`config.mk`:
```
export PLATFORM = sky130hd
export DESIGN_NAME = and_gate_bist_flat
export DESIGN_NICKNAME = d
export VERILOG_FILES = /design/src/rtl/and_gate_bist_if.sv /design/src/rtl/and_gate_bist.sv /design/src/flat_wrapper.sv
export SDC_FILE = /design/constraint.sdc
export NUM_CORES = 1
export LEC_CHECK = 0
export ABC_AREA = 1
export CAP_MARGIN = 20
export CORE_ASPECT_RATIO = 1.4
export CORE_UTILIZATION = 40
export DETAILED_ROUTE_END_ITERATION = 16
export GPL_TIMING_DRIVEN = 0
export PLACE_DENSITY_LB_ADDON = 0.25
export SYNTH_ARGS = -nofsm -noshare
export SYNTH_HDL_FRONTEND = slang
export SYNTH_SLANG_ARGS = --single-unit
export TNS_END_PERCENT = 1
```
`constraint.sdc`:
```
create_clock -name clk -period 2.68 [get_ports clk]
set_clock_uncertainty 0.2 [all_clocks]
set_input_delay 0.536 -clock clk [delete_from_list [all_inputs] [get_ports clk]]
set_output_delay 0.536 -clock clk [all_outputs]
set_load 0.05 [all_outputs]
```
`src/rtl/and_gate_bist_if.sv`:
```
// rtl/and_gate_bist_if.sv - control, stimulus and result signals between the AND-gate BIST and its environment
interface and_gate_bist_if;
    logic       start;
    logic [2:0] a;
    logic [2:0] b;
    logic [2:0] y;
    logic       busy;
    logic       done;
    logic [2:0] fail;
    logic [1:0] gate_idx;
    logic [1:0] vec_idx;

    // The BIST drives the gate inputs and its status; it receives start and the gate outputs.
    modport master (
        input  start,
        input  y,
        output a,
        output b,
        output busy,
        output done,
        output fail,
        output gate_idx,
        output vec_idx
    );

    // The environment (gates under test plus controller) sees the mirror image.
    modport slave (
        output start,
        output y,
        input  a,
        input  b,
        input  busy,
        input  done,
        input  fail,
        input  gate_idx,
        input  vec_idx
    );
endinterface

```
`src/rtl/and_gate_bist.sv`:
```
// rtl/and_gate_bist.sv - exhaustive 4-vector self-test of three 2-input AND gates
module and_gate_bist #(
    // Cycles each vector is held before the gate output is sampled, 1..15.
    parameter int unsigned SETTLE = 2
) (
    input  logic          clk,
    input  logic          rst,
    and_gate_bist_if.master bus
);

    typedef enum logic [1:0] {
        IDLE   = 2'd0,
        DRIVE  = 2'd1,
        CHECK  = 2'd2,
        FINISH = 2'd3
    } state_t;

    // The down-counter is loaded with SETTLE-1 so DRIVE spans exactly SETTLE cycles.
    localparam logic [3:0] SETTLE_LOAD = 4'(SETTLE - 1);

    state_t     state_q, state_d;
    logic [1:0] gate_q, gate_d;
    logic [1:0] vec_q, vec_d;
    logic [3:0] cnt_q, cnt_d;
    logic [2:0] fail_q, fail_d;

    // Vector order v0..v3 is (1,1), (0,1), (1,0), (0,0): each operand is the
    // inverse of one index bit, so the expected AND output is high only for v0.
    logic vec_a;
    logic vec_b;
    logic exp_y;
    logic active;
    logic [2:0] gate_sel;

    assign vec_a    = ~vec_q[0];
    assign vec_b    = ~vec_q[1];
    assign exp_y    = vec_a & vec_b;
    assign active   = (state_q == DRIVE) || (state_q == CHECK);
    assign gate_sel = 3'b001 << gate_q;

    // Only the gate under test sees the vector; every other A/B bit stays low.
    assign bus.a        = (active && vec_a) ? gate_sel : 3'b000;
    assign bus.b        = (active && vec_b) ? gate_sel : 3'b000;
    assign bus.busy     = active;
    assign bus.done     = (state_q == FINISH);
    assign bus.fail     = fail_q;
    assign bus.gate_idx = gate_q;
    assign bus.vec_idx  = vec_q;

    // Next-state and datapath update: sequencing of vectors and gates, sticky fail capture.
    always_comb begin
        state_d = state_q;
        gate_d  = gate_q;
        vec_d   = vec_q;
        cnt_d   = cnt_q;
        fail_d  = fail_q;
        case (state_q)
            IDLE, FINISH: begin
                if (bus.start) begin
                    state_d = DRIVE;
                    gate_d  = 2'd0;
                    vec_d   = 2'd0;
                    cnt_d   = SETTLE_LOAD;
                    fail_d  = 3'b000;
                end
            end
            DRIVE: begin
                if (cnt_q == 4'd0) begin
                    state_d = CHECK;
                end else begin
                    cnt_d = cnt_q - 4'd1;
                end
            end
            CHECK: begin
                // Only the output of the gate under test is ever compared.
                if (bus.y[gate_q] != exp_y) begin
                    fail_d[gate_q] = 1'b1;
                end
                cnt_d = SETTLE_LOAD;
                if (vec_q != 2'd3) begin
                    state_d = DRIVE;
                    vec_d   = vec_q + 2'd1;
                end else if (gate_q != 2'd2) begin
                    state_d = DRIVE;
                    gate_d  = gate_q + 2'd1;
                    vec_d   = 2'd0;
                end else begin
                    // Run complete; indices return to 0 so FINISH looks idle apart from DONE/FAIL.
                    state_d = FINISH;
                    gate_d  = 2'd0;
                    vec_d   = 2'd0;
                    cnt_d   = 4'd0;
                end
            end
            default: begin
                state_d = IDLE;
                gate_d  = 2'd0;
                vec_d   = 2'd0;
                cnt_d   = 4'd0;
                fail_d  = 3'b000;
            end
        endcase
    end

    // State register; reset wins over everything, including a simultaneous start.
    always_ff @(posedge clk) begin
        if (rst) begin
            state_q <= IDLE;
            gate_q  <= 2'd0;
            vec_q   <= 2'd0;
            cnt_q   <= 4'd0;
            fail_q  <= 3'b000;
        end else begin
            state_q <= state_d;
            gate_q  <= gate_d;
            vec_q   <= vec_d;
            cnt_q   <= cnt_d;
            fail_q  <= fail_d;
        end
    end

endmodule

```
`src/flat_wrapper.sv`:
```
// flat-port wrapper written by rule: the top's interface ports become plain ports
module and_gate_bist_flat 
#(
                                                                           
    parameter int unsigned SETTLE = 2
)
  (clk, rst, bus_start, bus_y, bus_a, bus_b, bus_busy, bus_done, bus_fail, bus_gate_idx, bus_vec_idx);
  and_gate_bist_if bus_i ();
  input  logic clk;
  input  logic rst;
  input wire logic [$bits(bus_i.start)-1:0] bus_start;
  input wire logic [$bits(bus_i.y)-1:0] bus_y;
  output wire logic [$bits(bus_i.a)-1:0] bus_a;
  output wire logic [$bits(bus_i.b)-1:0] bus_b;
  output wire logic [$bits(bus_i.busy)-1:0] bus_busy;
  output wire logic [$bits(bus_i.done)-1:0] bus_done;
  output wire logic [$bits(bus_i.fail)-1:0] bus_fail;
  output wire logic [$bits(bus_i.gate_idx)-1:0] bus_gate_idx;
  output wire logic [$bits(bus_i.vec_idx)-1:0] bus_vec_idx;
  assign bus_i.start = bus_start;
  assign bus_i.y = bus_y;
  assign bus_a = bus_i.a;
  assign bus_b = bus_i.b;
  assign bus_busy = bus_i.busy;
  assign bus_done = bus_i.done;
  assign bus_fail = bus_i.fail;
  assign bus_gate_idx = bus_i.gate_idx;
  assign bus_vec_idx = bus_i.vec_idx;
  and_gate_bist #(.SETTLE(SETTLE)) u_core (.clk(clk), .rst(rst), .bus(bus_i));
endmodule
```
# Word-level counts from Yosys, hierarchy flattened
# Cells that the tools add are included.
# word_totals
regBits	13
latch_bits	0
ram_bits	0
rom_bits	0
input_bits	6
output_inout_bits	15
elab_cells	64
mem_count	0
# classes
add_sub_neg	3
multipliers	0
div	0
magnitude_cmp	2
n_eq_ne	11
n_shift	1
muxes	25
n_bitwise	4
n_reduce_logical	13
# ops
operator	count
2-bit 2-to-1 mux	8
2-bit inequality test, second input constant	7
3-bit 2-to-1 mux	4
4-bit 2-to-1 mux	3
4-bit one-hot mux with 3 select lines	1
2-bit one-hot mux with 2 select lines	2
2-bit one-hot mux with 3 select lines	1
3-bit one-hot mux with 2 select lines	1
2-bit AND reduction	3
3-bit AND reduction	2
2-bit by 1-bit adder with 2-bit output, second input constant	2
2-bit equality test, second input constant	2
4-bit zero test	1
4-bit by 1-bit subtractor with 4-bit output, second input constant	1
1-bit logical AND	3
2-bit by 3-bit < comparator with 1-bit output, second input constant	1
1-bit 2-to-1 mux	3
3-bit OR	1
1-bit by 2-bit << shifter with 3-bit output, first input constant	1
1-bit binary-select mux with 2-bit select	1
1-bit demux with 2-bit select	1
2-bit by 1-bit equality test with 1-bit output, second input constant	1
2-bit by 1-bit greater-or-equal comparator with 1-bit output, second input constant	1
2-bit zero test	1
other kinds (6)	7

# Longest topological paths before layout
# Gate-level depths: netlist of the first run.
# depth
depth_word	7
depth_mapped	10
depth_no_buf	10

# Worst setup path after synthesis of the first run
# No wires, ideal clock.
# synth_path
kind	reg-to-output
startpoint	reg u_core.state_q[0]
endpoint	out bus_a[0]
arrival_ns	1.834
setup_slack_ns	0.110
stages_incl_launch_ff	6
path_buffers	0
cell_sequence	dfxtp_1 inv_1 ha_1 inv_2 nand2_1 nor2_1
# synth_via
elab_chain_cells	4
word_cells_on_any_way	5
classes_between	2 x eq/ne; 1 x mux; 2 x reduce/logical
# synth_rtl
element	line_no	text
start, declared	and_gate_bist.sv:21	state_t state_q, state_d;
start signal, assigned	and_gate_bist.sv:114	state_q <= state_d;
2-bit by 1-bit equality test with 1-bit output / 2-bit equality test (equally long branches)	and_gate_bist.sv:38	assign active = (state_q == DRIVE) || (state_q == CHECK);
1-bit logical OR (*)	and_gate_bist.sv:38	
via bus_busy	flat_wrapper.sv:15	output wire logic [$bits(bus_i.busy)-1:0] bus_busy;
1-bit logical AND (*)	and_gate_bist.sv:42	assign bus.a = (active && vec_a) ? gate_sel : 3'b000;
3-bit 2-to-1 mux (*)	and_gate_bist.sv:42	
end, declared	flat_wrapper.sv:13	output wire logic [$bits(bus_i.a)-1:0] bus_a;
# Mark *: on every way through the listed nets, which the timed path passes. The rest lies on a longest branch.

# Final worst setup path of the first run
# layout_path
startpoint	reg u_core.state_q[0]
endpoint	out bus_busy
# layout_via
elab_chain_cells	2
word_cells_on_any_way	3
classes_between	2 x eq/ne; 1 x reduce/logical
# layout_rtl
element	line_no
2-bit by 1-bit equality test with 1-bit output / 2-bit equality test (equally long branches)	and_gate_bist.sv:38
1-bit logical OR (*)	and_gate_bist.sv:38
end, declared	flat_wrapper.sv:15
# Mark *: on every way between the ends. The rest lies on a longest branch, timed or not.

==> results of run 1 <==
==> cells in the mapped netlist <==
| library cell | count | area (um2) |
|---|---|---|
| sky130_fd_sc_hd__o21ai_2 | 1 | 8.76 |
| sky130_fd_sc_hd__or2_1 | 1 | 6.26 |
| sky130_fd_sc_hd__inv_1 | 19 | 71.3 |
| sky130_fd_sc_hd__a21oi_4 | 1 | 16.3 |
| sky130_fd_sc_hd__a211oi_1 | 1 | 7.51 |
| sky130_fd_sc_hd__nand4_1 | 2 | 12.5 |
| sky130_fd_sc_hd__ha_1 | 8 | 100 |
| sky130_fd_sc_hd__nand2_1 | 11 | 41.3 |
| sky130_fd_sc_hd__o21ai_1 | 9 | 45.0 |
| sky130_fd_sc_hd__nor2_1 | 13 | 48.8 |
| sky130_fd_sc_hd__a22oi_1 | 1 | 7.51 |
| sky130_fd_sc_hd__nor3b_1 | 1 | 7.51 |
| sky130_fd_sc_hd__dfxtp_1 | 13 | 260 |
| sky130_fd_sc_hd__nand3_1 | 13 | 65.1 |
| sky130_fd_sc_hd__a21oi_1 | 9 | 45.0 |
| sky130_fd_sc_hd__nor2_4 | 1 | 11.3 |
| sky130_fd_sc_hd__a31oi_1 | 1 | 6.26 |
| sky130_fd_sc_hd__nor3_1 | 2 | 10.0 |
| sky130_fd_sc_hd__inv_2 | 7 | 26.3 |
==> routing by layer <==
layer / wire length, um / vias up / part of all wire, % / global-route usage, %
li1: - / 419 / - / -
met1: 681 / 355 / 42 / 17.9
met2: 871 / 19 / 53 / 33.3
met3: 58 / 4 / 3.5 / 3.66
met4: 25 / 0 / 1.5 / 10.3
met5: 0 / - / 0 / 0
==> what timing repair did <==
item | 4_1_cts | 5_1_grt
buffers inserted | 0 | 0
resized for setup | 19 | 12
hold endpoints to repair | 0 | 0
endpoints found under the setup margin | 7 | 6
==> where the power goes <==
part | switching [mW] | internal (mW) | leakage [nW]
combinational | 0.577 | 0.257 | 0.332
clock | 0.0662 | 0.0577 | 0.0150
sequential | 0.0530 | 0.258 | 0.106
total | 0.697 | 0.572 | 0.453
==> registers in the layout, summed over array words and instances, names as in the netlist <==
register / count
u_core.cnt_q: 4
u_core.state_q: 2
u_core.bus.fail: 3
u_core.bus.gate_idx: 2
u_core.bus.vec_idx: 2
==> per-stage QoR <==
stage                     setup slack (ps)  utilization [%]  setup TNS [ps]
after global routing                  44.2             55.8               0
after global placement               -11.8             56.0           -47.9
after CTS                             74.9             57.8               0
after floorplan                        110                -               0
after detailed placement             -40.6             56.0            -204
final                                  127             55.8               0
==> area by class of cell <==
type | count | area (um2)
Timing Repair Buffer | 20 | 169
Multi-Input combinational cell | 75 | 439
Sequential cell | 13 | 260
Tap cell | 20 | 25.0
Inverter | 26 | 97.6
Clock buffer | 4 | 26.3
Fill cell | 184 | 807
==> worst max-delay path by stage <==
stage	from	endpoint	slack, ps	cells past startpoint
6_report	u_core.state_q[0]$_SDFFE_PP0P_	bus_busy	130	4
3_3_place_gp	u_core.state_q[0]$_SDFFE_PP0P_	bus_a[1]	-10	6
4_1_cts	u_core.state_q[0]$_SDFFE_PP0P_	bus_a[0]	70	6
2_1_floorplan	u_core.state_q[0]$_SDFFE_PP0P_	bus_a[0]	110	5
3_5_place_dp	u_core.state_q[0]$_SDFFE_PP0P_	bus_a[0]	-40	6
5_1_grt	u_core.state_q[0]$_SDFFE_PP0P_	bus_busy	40	4
==> logic make-up (layout without fill, tap and decap cells) <==
group	count (synthesis)	in the layout	synth area share (%)
compound gates	23	23	17.1
fa+ha+maj	8	8	12.6
buf+inv	26	50	12.2
flops	13	13	32.7
simple gates	44	44	25.4
==> critical path, cell delays in order (launching register included) <==
cell and delay [ps]:
sky130_fd_sc_hd__dfxtp_1 420, sky130_fd_sc_hd__inv_1 70, sky130_fd_sc_hd__ha_1 320, sky130_fd_sc_hd__inv_2 170, sky130_fd_sc_hd__dlygate4sd2_1 560
==> reports/qor.log, run 1 <==
INFO  clocking       clk_pin_slew=90ps
INFO  pwr            design_power_total=1.27mW
INFO  timing         worstMarginPinSlew=490ps
INFO  timing         final_hold_violation_count=0
INFO  clocking       cts.hold.buffers_added=0
INFO  logic_synthesis ys.warnings.count=0
INFO  detailed_routing antenna_left=0
INFO  worst_hold_path min-delay-path-class=flip-flop to flip-flop
INFO  timing         final.hold.worst_slack=253ps
INFO  worst_hold_path whs_path_cells=2
INFO  setup_path     r2r_cells=10
INFO  detailed_routing route.detailed.drc=0
INFO  logic_synthesis synth.ff_latch_count=13
INFO  logic_synthesis synth_cell_types=19
INFO  floorplanning  num_io_pins=21
INFO  clocking       cts.sinks=13
INFO  setup_path     timing.rr.start=u_core.state_q[0]$_SDFFE_PP0P_
INFO  global_route   grt-ovfl-total=0
INFO  global_route   grt_antenna_before_repair=0
INFO  global_route   global_route_wire_length_before_repair=2.64mm
INFO  clocking       cts_htree_levels=1
INFO  floorplanning  initial_core_util=43.7%
INFO  setup_path     reg2reg_setup_slack=690ps
INFO  global_route   overall_global_routing_usage=18.1%
INFO  logic_synthesis synth.yosys.seq_area_share=32.7%
INFO  clocking       numCtsBuffers=3
INFO  placed_design  dpl.cell_count=154
INFO  clocking       cts_tree=done
INFO  timing         max_slew_margin=67.3%
INFO  layout         mostFrequentLayoutCell=sky130_fd_sc_hd__inv_1
INFO  logic_synthesis net_count_after_synthesis=128
INFO  layout         post_route_cells_drive_above_1_share=13.8%
INFO  logic_synthesis synth_area_per_inst=6.99um2
INFO  floorplanning  floorplan.die.width=39.7um
INFO  floorplanning  die_area=0.00218mm2
INFO  pwr            power_per_cell_area=1250mW/mm2
INFO  timing         setup_viol=0
INFO  timing         unrepaired_setup_endpoints_after_global_routing=false
INFO  run            cap_violations=0
INFO  setup_path     critical_path_endpoint_category=output port
INFO  logic_synthesis synthCells=114
INFO  clocking       root_buffer=sky130_fd_sc_hd__clkbuf_4
INFO  pwr            power.ir.vdd_worst=0.000638V
INFO  setup_path     worst-endpoint-arrival=1820ps
INFO  timing         fin_crit=2550ps
INFO  global_route   first_global_vias=681
INFO  worst_hold_path holdCritStartpoint=u_core.bus.fail[1]$_SDFFE_PP0P_
INFO  placed_design  placed_cell_area=0.00102mm2
INFO  pwr            p_leak=0.453nW
INFO  timing         timing_max_transition_violations_final=0
INFO  detailed_routing wl_per_cell=10.4um
INFO  setup_path     critical_path_required=1940ps
INFO  layout         num_antenna_cells=0
INFO  setup_path     worst_r2r_endpoint=u_core.bus.gate_idx[0]$_SDFFE_PP0P_
INFO  floorplanning  fp-row-count=18
INFO  layout         post_layout_nonfiller_instances=158
INFO  logic_synthesis netlist_area=797um2
INFO  clocking       clock_latency=280ps
INFO  detailed_routing avgViaCountPerCell=5.04
INFO  timing         fmax=392MHz
INFO  timing         period_share=95.3%
INFO  layout         finalNetCount=153
INFO  detailed_routing detailroute.via_count=797
INFO  floorplanning  core=0.00182mm2
INFO  setup_path     critical_path.startpoint_type=flip-flop
INFO  floorplanning  die_h=54.8um
INFO  layout         post-route-cell-area=0.00102mm2
INFO  outcome        status=finished clean
INFO  placed_design  place.port_buffers=20
INFO  clocking       cts-root-to-sink-buffers=2
INFO  detailed_routing detail_route.first_pass.iterations=4
INFO  setup_path     timing.setup.critical_path_class=flip-flop to output port
INFO  placed_design  place_hpwl=1.32mm
INFO  layout         area_growth_syn_to_layout=27.6%
INFO  layout         layout.cells.most_common_list=19 x sky130_fd_sc_hd__inv_1, 13 x sky130_fd_sc_hd__nor2_1, 13 x sky130_fd_sc_hd__nand3_1, 13 x sky130_fd_sc_hd__clkdlybuf4s50_1, 13 x sky130_fd_sc_hd__dfxtp_1
INFO  placed_design  routabilityCongestion=0.780
INFO  setup_path     critical_path_peak_fanout=7
INFO  detailed_routing first_iter_violations=13
INFO  worst_hold_path timing.hold.worst_endpoint=u_core.bus.fail[1]$_SDFFE_PP0P_
INFO  global_route   grt_max_degree=8
INFO  detailed_routing routed_wl=1.64mm
Power figures use the tool's default switching activity.
==> inputs of run 2 (changes only) <==
CELL_PAD_IN_SITES_DETAIL_PLACEMENT = 1   (was not set)
CELL_PAD_IN_SITES_GLOBAL_PLACEMENT = 1   (was not set)
CORE_UTILIZATION = 35   (was 40)
==> run 2 against run 1 <==
- sequential power barely moved
- non-clock buffer count unchanged
- cell area grew 0.25%
- fmax grew 0.43%
- setup slack improved by 11 ps
- wire length is 27% higher
- flip-flop and latch count stayed put
- combinational power up 3.1%
- largest power group unchanged
==> reports/qor.log, run 2 (synthesized netlist as in run 1, its figures left out) <==
INFO  clocking       cts_tree=done
INFO  clocking       cts-root-to-sink-buffers=2 [unchanged]
INFO  detailed_routing antenna_left=0 [unchanged]
INFO  pwr            p_leak=0.453nW [unchanged]
INFO  layout         num_antenna_cells=0 [unchanged]
INFO  global_route   grt-ovfl-total=0 [unchanged]
INFO  setup_path     critical_path.slowest_cell=sky130_fd_sc_hd__dlygate4sd2_1
INFO  layout         regMostFlops=u_core.cnt_q
INFO  global_route   overall_global_routing_usage=19.8% [+1.7 points]
INFO  clocking       cts.sinks=13 [unchanged]
INFO  timing         period_share=94.8% [-0.41 points]
INFO  layout         post_route_cells_drive_above_1_share=13.8% [unchanged]
INFO  clocking       clock_latency=290ps [about the same]
INFO  detailed_routing detail_route.first_pass.iterations=2 [-2]
INFO  floorplanning  die_h=58.5um [+6.6%]
INFO  floorplanning  initial_core_util=37.0% [-6.7 points]
INFO  timing         fin_crit=2540ps [-10.9 ps]
INFO  floorplanning  core=0.00215mm2 [+18%]
INFO  placed_design  place.port_buffers=20 [unchanged]
INFO  layout         largest_reg_flops=4 [unchanged]
INFO  placed_design  dpl.cell_count=156 [+1.3%]
INFO  placed_design  placed_cell_area=0.00102mm2 [+0.24%]
INFO  setup_path     worst-endpoint-arrival=1810ps [about the same]
INFO  setup_path     timing.critical_path.cells=inv_1 -> ha_1 -> inv_2 -> dlygate4sd2_1
INFO  global_route   first_global_vias=879 [+29%]
INFO  detailed_routing wl_per_cell=13.0um [+25%]
INFO  placed_design  routabilityCongestion=0.805 [+3.1%]
INFO  pwr            switching_share=55.8% [+0.86 points]
INFO  detailed_routing first_iter_violations=8 [-5]
INFO  setup_path     critical_path.startpoint_type=flip-flop
INFO  pwr            power.sequential.fraction=23.9% [-0.6 points]
INFO  pwr            pwr-share-clk=9.8% [about the same]
INFO  timing         timing_max_transition_violations_final=0 [unchanged]
INFO  layout         post_layout_nonfiller_instances=160 [+1.3%]
INFO  global_route   grt_antenna_before_repair=0 [unchanged]
INFO  layout         fill_count=292 [+59%]
INFO  clocking       numCtsBuffers=3 [unchanged]
INFO  timing         max_slew_margin=66.0% [-1.2 points]
INFO  layout         layout.cells.most_common_list=19 x sky130_fd_sc_hd__inv_1, 13 x sky130_fd_sc_hd__nor2_1, 13 x sky130_fd_sc_hd__nand3_1, 13 x sky130_fd_sc_hd__clkdlybuf4s50_1, 13 x sky130_fd_sc_hd__dfxtp_1
INFO  floorplanning  num_io_pins=21 [unchanged]
INFO  clocking       cts_htree_levels=1 [unchanged]
INFO  setup_path     timing.setup.critical_path_class=flip-flop to output port
INFO  timing         fin_setup_tns=0ps [unchanged]
INFO  pwr            net-switching-power=0.723mW [+3.8%]
INFO  layout         post-route-cell-area=0.00102mm2 [+0.25%]
INFO  setup_path     critPathBufInv=3 [unchanged]
INFO  detailed_routing detailroute.via_count=839 [+5.3%]
INFO  global_route   global_route_wire_length_before_repair=3.68mm [+40%]
INFO  layout         mostFrequentLayoutCell=sky130_fd_sc_hd__inv_1
INFO  outcome        status=finished clean
INFO  clocking       clk_pin_slew=80ps [about the same]
INFO  timing         fmax=393MHz [+0.43%]
INFO  timing         unrepaired_setup_endpoints_after_global_routing=false
INFO  layout         area_growth_syn_to_layout=27.9%
INFO  detailed_routing avgViaCountPerCell=5.24 [+4.0%]
INFO  floorplanning  fp-row-count=20 [+2]
INFO  layout         finalNetCount=153 [unchanged]
INFO  global_route   grt_max_degree=8 [unchanged]
INFO  timing         setup_viol=0 [unchanged]
INFO  detailed_routing route.detailed.drc=0 [unchanged]
INFO  floorplanning  die_area=0.00247mm2 [+14%]
INFO  setup_path     max_stage_delay=560ps [about the same]
INFO  pwr            power_per_cell_area=1270mW/mm2 [+1.9%]
INFO  run            cap_violations=0 [unchanged]
INFO  setup_path     critical_path_peak_fanout=7 [unchanged]
INFO  layout         final_util=47.4% [-8.4 points]
INFO  detailed_routing routed_wl=2.08mm [+27%]
INFO  pwr            power.ir.vdd_worst=0.000518V [-19%]
INFO  pwr            cell_internal_power=0.574mW [+0.25%]
INFO  setup_path     cp_top_family=buffers and inverters
INFO  clocking       cts.hold.buffers_added=0 [unchanged]
INFO  setup_path     critical_path_endpoint_category=output port
INFO  placed_design  place_hpwl=1.72mm [+30%]
INFO  floorplanning  floorplan.die.width=42.3um [+6.6%]
INFO  pwr            pwr-share-comb=66.3% [+0.6 points]
INFO  timing         worstMarginPinSlew=508ps [+18.1 ps]
INFO  setup_path     critical_path_required=1940ps [about the same]
INFO  timing         final_hold_violation_count=0 [unchanged]
INFO  clocking       root_buffer=sky130_fd_sc_hd__clkbuf_4
INFO  worst_hold_path min-delay-path-class=flip-flop to flip-flop
[run 2: repair_timing]
action | 4_1_cts | 5_1_grt
endpoints found under the setup margin | 7 | 6
resized for setup | 19 | 12
setup buffers | 0 | 0
[run 2: tightest hold or removal path: cells and delay by family, from the launching register on]
kind            cells  cell delay (ps)
buf+inv             1               50
flops               1              320
compound gates      1               50
[run 2: final timing paths]
kind | from | to | slack [ps] | cells past startpoint
setup / recovery | u_core.state_q[0]$_SDFFE_PP0P_ | bus_busy | 140 | 4
hold / removal | u_core.bus.fail[2]$_SDFFE_PP0P_ | u_core.bus.fail[2]$_SDFFE_PP0P_ | 260 | 2
setup reg to reg | u_core.state_q[0]$_SDFFE_PP0P_ | u_core.bus.gate_idx[1]$_SDFFE_PP0P_ | 650 | 10
hold reg to reg | u_core.bus.fail[2]$_SDFFE_PP0P_ | u_core.bus.fail[2]$_SDFFE_PP0P_ | 260 | 2
[run 2: routing by layer]
layer	global-route usage [%]	up-vias	part of all wire [%]
met5	0	-	0
met4	15.2	0	4.5
met3	3.07	9	4.0
met2	38.2	22	56
met1	17.8	390	35
li1	-	418	-
[run 2: layout make-up]
cell class | instances | area (um2) | area share [%]
multi-input cells | 75 | 439 | 43.1
clock buffers | 4 | 26.3 | 2.58
inverters | 26 | 97.6 | 9.57
well taps | 22 | 27.5 | 2.70
repair buffers | 20 | 169 | 16.6
flip-flops and latches | 13 | 260 | 25.5
[run 2: stage by stage]
| stage | setup WS [ps] | power, mW | hold WS, ps |
|---|---|---|---|
| 6_report | 138 | 1.30 | 256 |
| 5_1_grt | 41.3 | 1.42 | 290 |
| 4_1_cts | 45.0 | 1.34 | 264 |
| 3_5_place_dp | -65.6 | 1.22 | 252 |
| 3_3_place_gp | -27.9 | 1.19 | 240 |
| 2_1_floorplan | 110 | 0.966 | 291 |
[run 2: power by group through the flow]
stage | logic (mW) | clock network [mW] | registers [mW]
floorplan | 0.578 | 0 | 0.388
finish | 0.860 | 0.128 | 0.309
global placement | 0.875 | 0 | 0.311
CTS | 0.892 | 0.132 | 0.311
detailed placement | 0.904 | 0 | 0.316
global route | 0.956 | 0.143 | 0.321
==> inputs of run 3 (changes only) <==
HOLD_SLACK_MARGIN = 0.1   (was not set)
SKIP_CTS_REPAIR_TIMING = 1   (was not set)
==> run 3 against run 2 <==
- clock-buffer cell count stayed put
- sequential share of layout area fell by 0.094 points
- combinational power rose by 0.7%
- hold slack about the same
- non-clock buffer count unchanged
- clock power barely moved
- flip-flop and latch count unchanged
- largest power group unchanged
- power increased by 0.49%
- critical path depth rose by 2
- largest cell class unchanged
- cell area rose by 0.37%
- critical path type unchanged
==> reports/qor.log, run 3 (synthesized netlist as in run 1, its figures left out) <==
INFO  timing         fin_crit=2530ps [-15.7 ps]
INFO  setup_path     r2r_cells=10 [unchanged]
INFO  timing         max_slew_margin=66.0% [unchanged]
INFO  floorplanning  die_area=0.00247mm2 [unchanged]
INFO  floorplanning  initial_core_util=37.0% [unchanged]
INFO  setup_path     timing.rr.start=u_core.state_q[0]$_SDFFE_PP0P_
INFO  timing         setup_viol=0 [unchanged]
INFO  clocking       cts_htree_levels=1 [unchanged]
INFO  clocking       cts.sinks=13 [unchanged]
INFO  timing         worstMarginPinSlew=508ps [unchanged]
INFO  clocking       cts_tree=done
INFO  worst_hold_path timing.hold.worst_endpoint=u_core.bus.fail[2]$_SDFFE_PP0P_
INFO  detailed_routing first_iter_violations=8 [unchanged]
INFO  detailed_routing routed_wl=2.08mm [about the same]
INFO  layout         largest_reg_flops=4 [unchanged]
INFO  layout         post_layout_nonfiller_instances=160 [unchanged]
INFO  setup_path     critical_path.slowest_cell=sky130_fd_sc_hd__dfxtp_1
INFO  global_route   first_global_vias=879 [unchanged]
INFO  placed_design  routabilityCongestion=0.805 [unchanged]
INFO  layout         fill_count=290 [-0.68%]
INFO  layout         finalNetCount=153 [unchanged]
INFO  floorplanning  floorplan.die.width=42.3um [unchanged]
INFO  pwr            p_leak=0.459nW [+1.3%]
INFO  layout         mostFrequentLayoutCell=sky130_fd_sc_hd__inv_1
INFO  global_route   grt_antenna_before_repair=0 [unchanged]
INFO  timing         unrepaired_setup_endpoints_after_global_routing=false
INFO  setup_path     critPathBufInv=3 [unchanged]
INFO  timing         final_hold_violation_count=0 [unchanged]
INFO  global_route   global_route_wire_length_before_repair=3.66mm [-0.38%]
INFO  timing         period_share=94.3% [-0.58 points]
INFO  floorplanning  num_io_pins=21 [unchanged]
INFO  placed_design  place_hpwl=1.72mm [unchanged]
INFO  placed_design  placed_cell_area=0.00102mm2 [unchanged]
INFO  detailed_routing detailroute.via_count=840 [+0.12%]
INFO  layout         final_util=47.6% [+0.17 points]
INFO  timing         final.hold.worst_slack=256ps [+0.00200 ps]
INFO  worst_hold_path holdCritStartpoint=u_core.bus.fail[2]$_SDFFE_PP0P_
INFO  setup_path     cp_top_family=buffers and inverters
INFO  floorplanning  die_h=58.5um [unchanged]
INFO  placed_design  pre_cts_slack=-65.6ps [unchanged]
INFO  layout         layout.cells.most_common_list=19 x sky130_fd_sc_hd__inv_1, 13 x sky130_fd_sc_hd__nor2_1, 13 x sky130_fd_sc_hd__nand3_1, 13 x sky130_fd_sc_hd__clkdlybuf4s50_1, 13 x sky130_fd_sc_hd__dfxtp_1
INFO  detailed_routing avgViaCountPerCell=5.25 [+0.12%]
INFO  worst_hold_path min-delay-path-class=flip-flop to flip-flop
INFO  global_route   overall_global_routing_usage=19.7% [-0.063 points]
INFO  clocking       cts-root-to-sink-buffers=2 [unchanged]
INFO  layout         post-route-cell-area=0.00102mm2 [+0.37%]
INFO  placed_design  dpl.cell_count=156 [unchanged]
INFO  pwr            power_per_cell_area=1270mW/mm2 [+0.12%]
INFO  layout         area_growth_syn_to_layout=28.4%
INFO  layout         regMostFlops=u_core.cnt_q
INFO  setup_path     critical_path.startpoint_type=flip-flop
INFO  setup_path     critical_path_endpoint_category=output port
INFO  global_route   grt-ovfl-total=0 [unchanged]
INFO  setup_path     critical_path_peak_fanout=7 [unchanged]
INFO  layout         post_route_cells_drive_above_1_share=13.8% [unchanged]
INFO  run            cap_violations=0 [unchanged]
INFO  clocking       numCtsBuffers=3 [unchanged]
INFO  floorplanning  fp-row-count=20 [unchanged]
INFO  layout         num_antenna_cells=0 [unchanged]
INFO  floorplanning  core=0.00215mm2 [unchanged]
INFO  setup_path     worst-endpoint-arrival=1790ps [-20 ps]
INFO  detailed_routing wl_per_cell=13.0um [about the same]
INFO  timing         fmax=396MHz [+0.62%]
INFO  setup_path     timing.critical_path.cells=inv_1 -> ha_1 -> inv_2 -> nand2_1 -> nor2_1 -> clkbuf_2
INFO  outcome        status=finished clean
INFO  pwr            power.ir.vdd_worst=0.000518V [about the same]
INFO  detailed_routing detail_route.first_pass.iterations=4 [+2]
INFO  setup_path     worst_r2r_endpoint=u_core.bus.gate_idx[1]$_SDFFE_PP0P_
INFO  global_route   grt_max_degree=8 [unchanged]
INFO  setup_path     critical_path_required=1940ps [about the same]
INFO  clocking       clk_pin_slew=80ps [about the same]
INFO  setup_path     timing.setup.critical_path_class=flip-flop to output port
INFO  worst_hold_path whs_path_cells=2 [unchanged]
INFO  timing         timing_max_transition_violations_final=0 [unchanged]
INFO  detailed_routing route.detailed.drc=0 [unchanged]
INFO  setup_path     reg2reg_setup_slack=650ps [about the same]
INFO  clocking       root_buffer=sky130_fd_sc_hd__clkbuf_4
INFO  placed_design  place.port_buffers=20 [unchanged]
INFO  clocking       clock_latency=290ps [about the same]
INFO  detailed_routing antenna_left=0 [unchanged]
INFO  setup_path     max_stage_delay=410ps [-150 ps]
INFO  timing         fin_ws=154ps [+15.7 ps]
run 3: layout make-up:
cell class	instances	area, um2	share of cell area [%]
Multi-Input combinational cell	75	439	42.9
Clock buffer	4	26.3	2.57
Inverter	26	97.6	9.54
Timing Repair Buffer	20	173	16.9
Tap cell	22	27.5	2.69
Sequential cell	13	260	25.4
run 3: per-stage QoR:
step / total power [mW] / setup TNS [ps]
floorplan: 0.966 / 0
global placement: 1.19 / -134
detailed placement: 1.22 / -325
CTS: 1.35 / -2430
global route: 1.43 / 0
finish: 1.30 / 0
run 3: worst max-delay path by stage:
stage,startpoint,endpoint,slack [ps],cells after the start
6_report,u_core.state_q[0]$_SDFFE_PP0P_,bus_b[0],150,6
5_1_grt,u_core.state_q[0]$_SDFFE_PP0P_,bus_b[0],30,6
4_1_cts,u_core.state_q[0]$_SDFFE_PP0P_,bus_a[1],-390,6
3_5_place_dp,u_core.state_q[0]$_SDFFE_PP0P_,bus_a[1],-70,6
3_3_place_gp,u_core.state_q[0]$_SDFFE_PP0P_,bus_a[1],-30,6
2_1_floorplan,u_core.state_q[0]$_SDFFE_PP0P_,bus_a[0],110,5
run 3: worst register-to-register path: stages (launching register included):
cell and delay [ps]:
sky130_fd_sc_hd__dfxtp_1 410, sky130_fd_sc_hd__inv_1 70, sky130_fd_sc_hd__ha_1 320, sky130_fd_sc_hd__inv_2 170, sky130_fd_sc_hd__nor2_4 70, sky130_fd_sc_hd__a21oi_4 180, sky130_fd_sc_hd__inv_2 90, sky130_fd_sc_hd__o21ai_2 210
sky130_fd_sc_hd__inv_2 60, sky130_fd_sc_hd__o21ai_1 90, sky130_fd_sc_hd__a21oi_1 70
run 3: where the power goes:
group          leakage, nW  switching (mW)  total [mW]  internal, mW
sequential           0.106          0.0515       0.309         0.258
clock               0.0150          0.0695       0.128        0.0580
combinational        0.337           0.603       0.866         0.263
total                0.459           0.724        1.30         0.579
run 3: per-layer routing:
metal	global-route usage (%)	vias up	part of all wire (%)	wire, um
met5	0	-	0	0
met4	15.2	0	4.5	93
met3	3.07	9	3.7	77
met2	38.2	22	56	1170
met1	17.6	390	35	732
li1	-	419	-	-
